<file path="src/rtl/inst_fetcher_if.sv">
// Fetch-stage bundle: memory request/response, redirect and decode-side queue handshake.
// The master modport is the fetcher; the slave modport is its environment (icache/decoder/branch unit).
interface inst_fetcher_if;
    logic        mem_req_valid;
    logic [31:0] mem_req_addr;
    logic        mem_req_ready;
    logic        mem_resp_valid;
    logic [31:0] mem_resp_data;
    logic        flush_in;
    logic [31:0] flush_pc;
    logic        out_valid;
    logic [31:0] out_inst;
    logic [31:0] out_pc;
    logic        out_ready;

    modport master (
        output mem_req_valid, mem_req_addr, out_valid, out_inst, out_pc,
        input  mem_req_ready, mem_resp_valid, mem_resp_data, flush_in, flush_pc, out_ready
    );

    modport slave (
        input  mem_req_valid, mem_req_addr, out_valid, out_inst, out_pc,
        output mem_req_ready, mem_resp_valid, mem_resp_data, flush_in, flush_pc, out_ready
    );
endinterface

</file>
<file path="src/rtl/inst_fetcher.sv">
// Instruction fetch stage: single-outstanding word fetcher feeding a show-ahead {inst,pc} queue.
// Optional macro IFETCH_JAL_PREDICT_EN redirects the fetch PC through enqueued JAL instructions.
module inst_fetcher #(
    parameter int          QUEUE_ADDR_W = 3,
    parameter logic [31:0] RESET_PC     = 32'h0
) (
    input  logic          clk_in,
    input  logic          rst_in,
    input  logic          rdy_in,
    inst_fetcher_if.master bus
);

    localparam int                      DEPTH     = 1 << QUEUE_ADDR_W;
    localparam logic [QUEUE_ADDR_W:0]   DEPTH_CNT = (QUEUE_ADDR_W + 1)'(DEPTH);
    localparam logic [QUEUE_ADDR_W:0]   CNT_ONE   = (QUEUE_ADDR_W + 1)'(1);
    localparam logic [QUEUE_ADDR_W-1:0] PTR_ONE   = QUEUE_ADDR_W'(1);

    typedef enum logic [1:0] {
        IDLE,
        REQ,
        WAIT
    } state_t;

    state_t                  r_state;
    logic [31:0]             r_pc;
    logic                    r_drop;
    logic                    r_reqValid;
    logic [31:0]             r_reqAddr;
    logic [QUEUE_ADDR_W-1:0] r_head;
    logic [QUEUE_ADDR_W-1:0] r_tail;
    logic [QUEUE_ADDR_W:0]   r_count;
    logic [31:0]             r_qInst [DEPTH];
    logic [31:0]             r_qPc   [DEPTH];

    logic        w_space;
    logic        w_respTake;
    logic        w_enq;
    logic        w_deq;
    logic [31:0] w_pcSum;
    logic [31:0] w_nextPc;

    assign w_space    = (r_count < DEPTH_CNT);
    assign w_respTake = (r_state == WAIT) && bus.mem_resp_valid;
    assign w_enq      = w_respTake && !r_drop && !bus.flush_in;
    assign w_deq      = (r_count != '0) && bus.out_ready && !bus.flush_in;

`ifdef IFETCH_JAL_PREDICT_EN
    logic        w_isJal;
    logic [31:0] w_jalImm;

    assign w_isJal  = (bus.mem_resp_data[6:0] == 7'h6f);
    assign w_jalImm = {{11{bus.mem_resp_data[31]}}, bus.mem_resp_data[31],
                       bus.mem_resp_data[19:12], bus.mem_resp_data[20],
                       bus.mem_resp_data[30:21], 1'b0};
    assign w_pcSum  = r_pc + (w_isJal ? w_jalImm : 32'd4);
`else
    assign w_pcSum  = r_pc + 32'd4;
`endif

    // Low PC bits belong to whoever loaded the PC; sequential/JAL advance never touches them.
    assign w_nextPc = {w_pcSum[31:2], r_pc[1:0]};

    assign bus.mem_req_valid = r_reqValid;
    assign bus.mem_req_addr  = r_reqAddr;
    assign bus.out_valid     = (r_count != '0);
    assign bus.out_inst      = r_qInst[r_head];
    assign bus.out_pc        = r_qPc[r_head];

    always_ff @(posedge clk_in) begin
        if (rst_in) begin
            r_state    <= IDLE;
            r_pc       <= RESET_PC;
            r_drop     <= 1'b0;
            r_reqValid <= 1'b0;
            r_reqAddr  <= 32'h0;
        end else if (rdy_in) begin
            if (bus.flush_in) begin
                r_pc <= bus.flush_pc;
                case (r_state)
                    IDLE: r_state <= IDLE;
                    REQ: begin
                        r_reqValid <= 1'b0;
                        // An accepted request still owes us a response, so it must be swallowed.
                        if (bus.mem_req_ready) begin
                            r_state <= WAIT;
                            r_drop  <= 1'b1;
                        end else begin
                            r_state <= IDLE;
                        end
                    end
                    WAIT: begin
                        if (bus.mem_resp_valid) begin
                            r_state <= IDLE;
                            r_drop  <= 1'b0;
                        end else begin
                            r_drop  <= 1'b1;
                        end
                    end
                    default: r_state <= IDLE;
                endcase
            end else begin
                case (r_state)
                    IDLE: begin
                        if (w_space) begin
                            r_reqValid <= 1'b1;
                            r_reqAddr  <= r_pc;
                            r_state    <= REQ;
                        end
                    end
                    REQ: begin
                        if (bus.mem_req_ready) begin
                            r_reqValid <= 1'b0;
                            r_state    <= WAIT;
                        end
                    end
                    WAIT: begin
                        if (bus.mem_resp_valid) begin
                            if (!r_drop) begin
                                r_pc <= w_nextPc;
                            end
                            r_drop  <= 1'b0;
                            r_state <= IDLE;
                        end
                    end
                    default: r_state <= IDLE;
                endcase
            end
        end
    end

    always_ff @(posedge clk_in) begin
        if (rst_in) begin
            r_head  <= '0;
            r_tail  <= '0;
            r_count <= '0;
            for (int i = 0; i < DEPTH; i++) begin
                r_qInst[i] <= 32'h0;
                r_qPc[i]   <= 32'h0;
            end
        end else if (rdy_in) begin
            if (bus.flush_in) begin
                r_head  <= '0;
                r_tail  <= '0;
                r_count <= '0;
            end else begin
                if (w_enq) begin
                    r_qInst[r_tail] <= bus.mem_resp_data;
                    r_qPc[r_tail]   <= r_pc;
                    r_tail          <= r_tail + PTR_ONE;
                end
                if (w_deq) begin
                    r_head <= r_head + PTR_ONE;
                end
                if (w_enq && !w_deq) begin
                    r_count <= r_count + CNT_ONE;
                end else if (!w_enq && w_deq) begin
                    r_count <= r_count - CNT_ONE;
                end
            end
        end
    end

endmodule

</file>
<file path="src/flat_wrapper.sv">
// flat-port wrapper written by rule: the top's interface ports become plain ports
module inst_fetcher_flat 
#(
    parameter int          QUEUE_ADDR_W = 3,
    parameter logic [31:0] RESET_PC     = 32'h0
)
  (clk_in, rst_in, rdy_in, bus_mem_req_valid, bus_mem_req_addr, bus_out_valid, bus_out_inst, bus_out_pc, bus_mem_req_ready, bus_mem_resp_valid, bus_mem_resp_data, bus_flush_in, bus_flush_pc, bus_out_ready);
  inst_fetcher_if bus_i ();
  input  logic clk_in;
  input  logic rst_in;
  input  logic rdy_in;
  output wire logic [$bits(bus_i.mem_req_valid)-1:0] bus_mem_req_valid;
  output wire logic [$bits(bus_i.mem_req_addr)-1:0] bus_mem_req_addr;
  output wire logic [$bits(bus_i.out_valid)-1:0] bus_out_valid;
  output wire logic [$bits(bus_i.out_inst)-1:0] bus_out_inst;
  output wire logic [$bits(bus_i.out_pc)-1:0] bus_out_pc;
  input wire logic [$bits(bus_i.mem_req_ready)-1:0] bus_mem_req_ready;
  input wire logic [$bits(bus_i.mem_resp_valid)-1:0] bus_mem_resp_valid;
  input wire logic [$bits(bus_i.mem_resp_data)-1:0] bus_mem_resp_data;
  input wire logic [$bits(bus_i.flush_in)-1:0] bus_flush_in;
  input wire logic [$bits(bus_i.flush_pc)-1:0] bus_flush_pc;
  input wire logic [$bits(bus_i.out_ready)-1:0] bus_out_ready;
  assign bus_mem_req_valid = bus_i.mem_req_valid;
  assign bus_mem_req_addr = bus_i.mem_req_addr;
  assign bus_out_valid = bus_i.out_valid;
  assign bus_out_inst = bus_i.out_inst;
  assign bus_out_pc = bus_i.out_pc;
  assign bus_i.mem_req_ready = bus_mem_req_ready;
  assign bus_i.mem_resp_valid = bus_mem_resp_valid;
  assign bus_i.mem_resp_data = bus_mem_resp_data;
  assign bus_i.flush_in = bus_flush_in;
  assign bus_i.flush_pc = bus_flush_pc;
  assign bus_i.out_ready = bus_out_ready;
  inst_fetcher #(.QUEUE_ADDR_W(QUEUE_ADDR_W), .RESET_PC(RESET_PC)) u_core (.clk_in(clk_in), .rst_in(rst_in), .rdy_in(rdy_in), .bus(bus_i));
endmodule
</file>
<file path="config.mk">
export PLATFORM = sky130hd
export DESIGN_NAME = inst_fetcher_flat
export DESIGN_NICKNAME = d
export VERILOG_FILES = /design/src/rtl/inst_fetcher_if.sv /design/src/rtl/inst_fetcher.sv /design/src/flat_wrapper.sv
export SDC_FILE = /design/constraint.sdc
export NUM_CORES = 1
export LEC_CHECK = 0
export BUFFER_PORTS_ARGS = -buffer_cell sky130_fd_sc_hd__buf_2
export CORE_MARGIN = 8
export CORE_UTILIZATION = 52
export DETAILED_ROUTE_END_ITERATION = 10
export GPL_TIMING_DRIVEN = 0
export PLACE_DENSITY = 0.74
export SYNTH_ARGS = -nofsm -noshare
export SYNTH_HDL_FRONTEND = slang
export SYNTH_SLANG_ARGS = --single-unit
</file>
<file path="constraint.sdc">
create_clock -name clk_in -period 16.6 [get_ports clk_in]
set_input_delay 1.66 -clock clk_in [delete_from_list [all_inputs] [get_ports clk_in]]
set_output_delay 1.66 -clock clk_in [all_outputs]
set_load 0.1 [all_outputs]
</file>
==> summary.md <==
| Metric | Value |
|---|---|
| 1st-iter DRT viols | approximately 1,500 |
| Register area share after synthesis | between 60% and 70% |
| Max_slew headroom | 31.3% |
| Multi-input logic area | 0.00937 mm2 |
| GR Overflow Total | 0 |
| Dominant cells by area after synthesis | edfxtp_1, and2_1, mux4_2, dfxtp_1, mux2_2 |
| Cell Area, Synth | ~0.027 mm2 |
| Pwr Total | approximately 3.3 mW |
| Sum of negative setup slack | 0 ns |
| Post-Synth Adder-Cell Area | 0.490% |
| RSZ-0062 raised after global routing | no |
| Final Hold Viols | 0 |
| TritonCTS buffer count | 60 |
| Post-Synth Simple-Gate Area | ~17% |
| Post-route ant nets | 0 |
| Leakage | 11.5 nW |
| Hold buffers post-CTS | 0 |
| Tightest Hold Check Type | reg -> reg |
| CTS root buf | clkbuf_16 |
| First-pass DRT Iterations | 7 |
| Critical path class | reg -> out |
| Synth Area in XOR/XNOR | less than 1% |
| Skew-Pair Late Insertion Delay | 0.62 ns |
| Setup Skew | roughly 0.023 ns |
| Vias | 16,507 |
| EDFF count, synth | 512 |
| Syn Inst Count | between 1,500 and 2,000 |
| Via-per-instance ratio | around 5.8 |
| Post-CTS resize count | 0 |
| Initial antenna violation count | 1 |
| Setup Viol. Count Final | 0 |
| Setup bufs post-CTS | 0 |
| Final slew viol count | 0 |
| Syn. warnings | 0 |
| Vias in the first global route | roughly 17,000 |
| Fill count | just under 4,000 |
| Routed wire length | 69,000 um |
| Compound-Gate Fraction of Synth Area | approximately 3.7% |
| Die width | about 240 um |
| Post-synthesis net count | ~2,000 |
| Worst Tran Pin Value | 1.03 ns |
| Post-synth ARST share | 0% |
| Die area | approximately 0.060 mm2 |
| Crit path time final | between 4 and 5 ns |
| Max Freq | between 200 and 250 MHz |
| Nature of the critical path endpoint | output pin |
| Count leader, synth | edfxtp_1 |
| Main combinational cell family by area after synthesis | simple AND/OR/NAND/NOR gates |
| Initial core utilization | between 50% and 60% |
| Layout Nets | between 2,000 and 2,500 |
| CTS HTree Levels | 2 |
| Area leader, netlist | edfxtp_1 |
| Run status | complete, no violations |
| Top cell type's share of synthesized area | a little under three fifths |
| Io pins | around 170 |
| Port Buf Inserts | approximately 170 |
| Register area | around 0.017 mm2 |
| Max-cap viol count | 0 |
| RD Place Congestion | 0.925 |
| CP Max Fanout | 10 |
| Hpwl dp | around 46,000 um |
| Max IR drop VDD | around 0.074 mV |
| Largest net degree at the start of global routing | 37 |
| Max Root-Sink Buffers | 3 |
| FP Rows | 83 |
| Mean area per synthesized cell | approximately 14 um2 |
| Startpoint types | flop |
| Post-synthesis mux area share | between 10 and 15% |
| Final period utilization | 30.1% |
| First-pass GRT wire length | about 100,000 um |
| Drt drc | 0 |
| CTS tree | done |
| Synth-to-layout area growth | 15.6% |
| Overall routing resource usage | a little under a quarter |
| Seq cells post-synth | 593 |
| Worst-path clk slew | about 0.060 ns |
| Share of layout cells above drive strength 1 | between 20% and 30% |
| Height of the die | 244 um |
| CP arrival | roughly 3.3 ns |
| Yosys cell types | 73 |
| PD cells | around 110 mW/mm2 |
| Critical Path RT | roughly 15 ns |
| Core ar. | 0.0514 mm2 |
| Average wire per standard cell | around 24 um |
| Top cells by count, synth | edfxtp_1, and2_1, mux4_2 |
| Clock sinks | between 500 and 600 |
| Post-synth top flop | edfxtp_1 |
-- metrics by stage --
stage               hold slack [ns]  worst slack, ns  instances  instance area [um2]  util [%]
floorplan                     0.458             9.06       1871                27000         -
global placement              0.444             4.29       2717                28700      55.9
detailed placement            0.443            12.08       2737                29300      57.0
CTS                           0.456            11.56       2849                31300      60.8
global route                  0.476            11.56       2849                31300      60.8
finish                        0.452            11.61       2851                31300      60.8
-- sequential cells by signal (all words and copies together) (netlist names), named ones only --
register                  flops
u_core.bus.mem_req_addr      32
u_core.bus.mem_req_valid      1
u_core.r_count                4
u_core.r_drop                 1
u_core.r_head                 3
u_core.r_pc                  32
u_core.r_qInst              256
u_core.r_qPc                256
u_core.r_state                2
u_core.r_tail                 3
-- power breakdown --
part           leakage, nW  internal (mW)  total [mW]  switching (mW)
Sequential            5.84           1.67        1.69          0.0191
Combinational         4.68         0.0687       0.241           0.173
Clock                0.953          0.796        1.37           0.575
-- layout by cell type (no fill, tap or decap), types with 8 or more instances in the layout --
cell type and n:
edfxtp_1 512, and2_1 507, buf_2 209, mux4_2 128, nand2_1 106, clkbuf_1 82
dfxtp_1 81, mux2_2 64, a21oi_1 61, clkbuf_16 61, nor2_1 32, o21ai_0 23
nand3_1 20, clkbuf_2 18, a211oi_1 15, buf_4 13, nor3_1 13, nand2b_1 10
o31ai_1 10, buf_12 10, buf_16 10, clkinv_1 9, ha_1 9, clkinv_2 9
clkinvlp_4 8
-- per-layer routing --
layer,vias up,global-route usage [%],routed length (um)
met1,8299,30.1,27400
li1,7392,-,-
met5,-,0,0
met4,0,6.92,1700
met3,115,3.96,5280
met2,701,39.0,34600
-- logic make-up (layout without fill, tap and decap cells) --
| group | after synthesis | after routing |
|---|---|---|
| compound gates | 160 | 160 |
| xor+xnor | 2 | 2 |
| fa+ha+maj | 10 | 10 |
| buf+inv | 160 | 458 |
| flops | 593 | 593 |
| mux | 195 | 195 |
| other cells | 0 | 2 |
| simple gates | 751 | 751 |
-- area by class of cell --
| type | count | share of cell area [%] |
|---|---|---|
| sequential | 593 | 54.3 |
| clock buffer | 76 | 5.16 |
| antenna | 2 | 0.0160 |
| inverter | 7 | 0.0840 |
| tap | 680 | 2.72 |
| timing repair buffer | 186 | 4.18 |
| multi-input combinational | 1118 | 30.0 |
| clock inverter | 36 | 1.22 |
| buffer | 153 | 2.32 |
-- final timing paths --
path	startpoint	endpoint	slack (ns)	cells after the start
hold reg to reg	u_core.bus.mem_req_addr[7]	u_core.bus.mem_req_addr[7]	0.45	2
setup / recovery	flop	bus_out_pc[0]	11.61	5
setup reg to reg	u_core.r_state[0]	u_core.r_qInst[0][9]	13.16	8
hold / removal	u_core.bus.mem_req_addr[7]	u_core.bus.mem_req_addr[7]	0.45	2
-- critical path, cell delays in order, from the launching register on --
cell and delay [ns]:
dfxtp_1 0.36, clkbuf_1 0.64, clkbuf_1 0.70, mux4_2 0.41, mux2_2 0.30, buf_2 0.30
No activity file was read; power rests on OpenSTA's default activity.
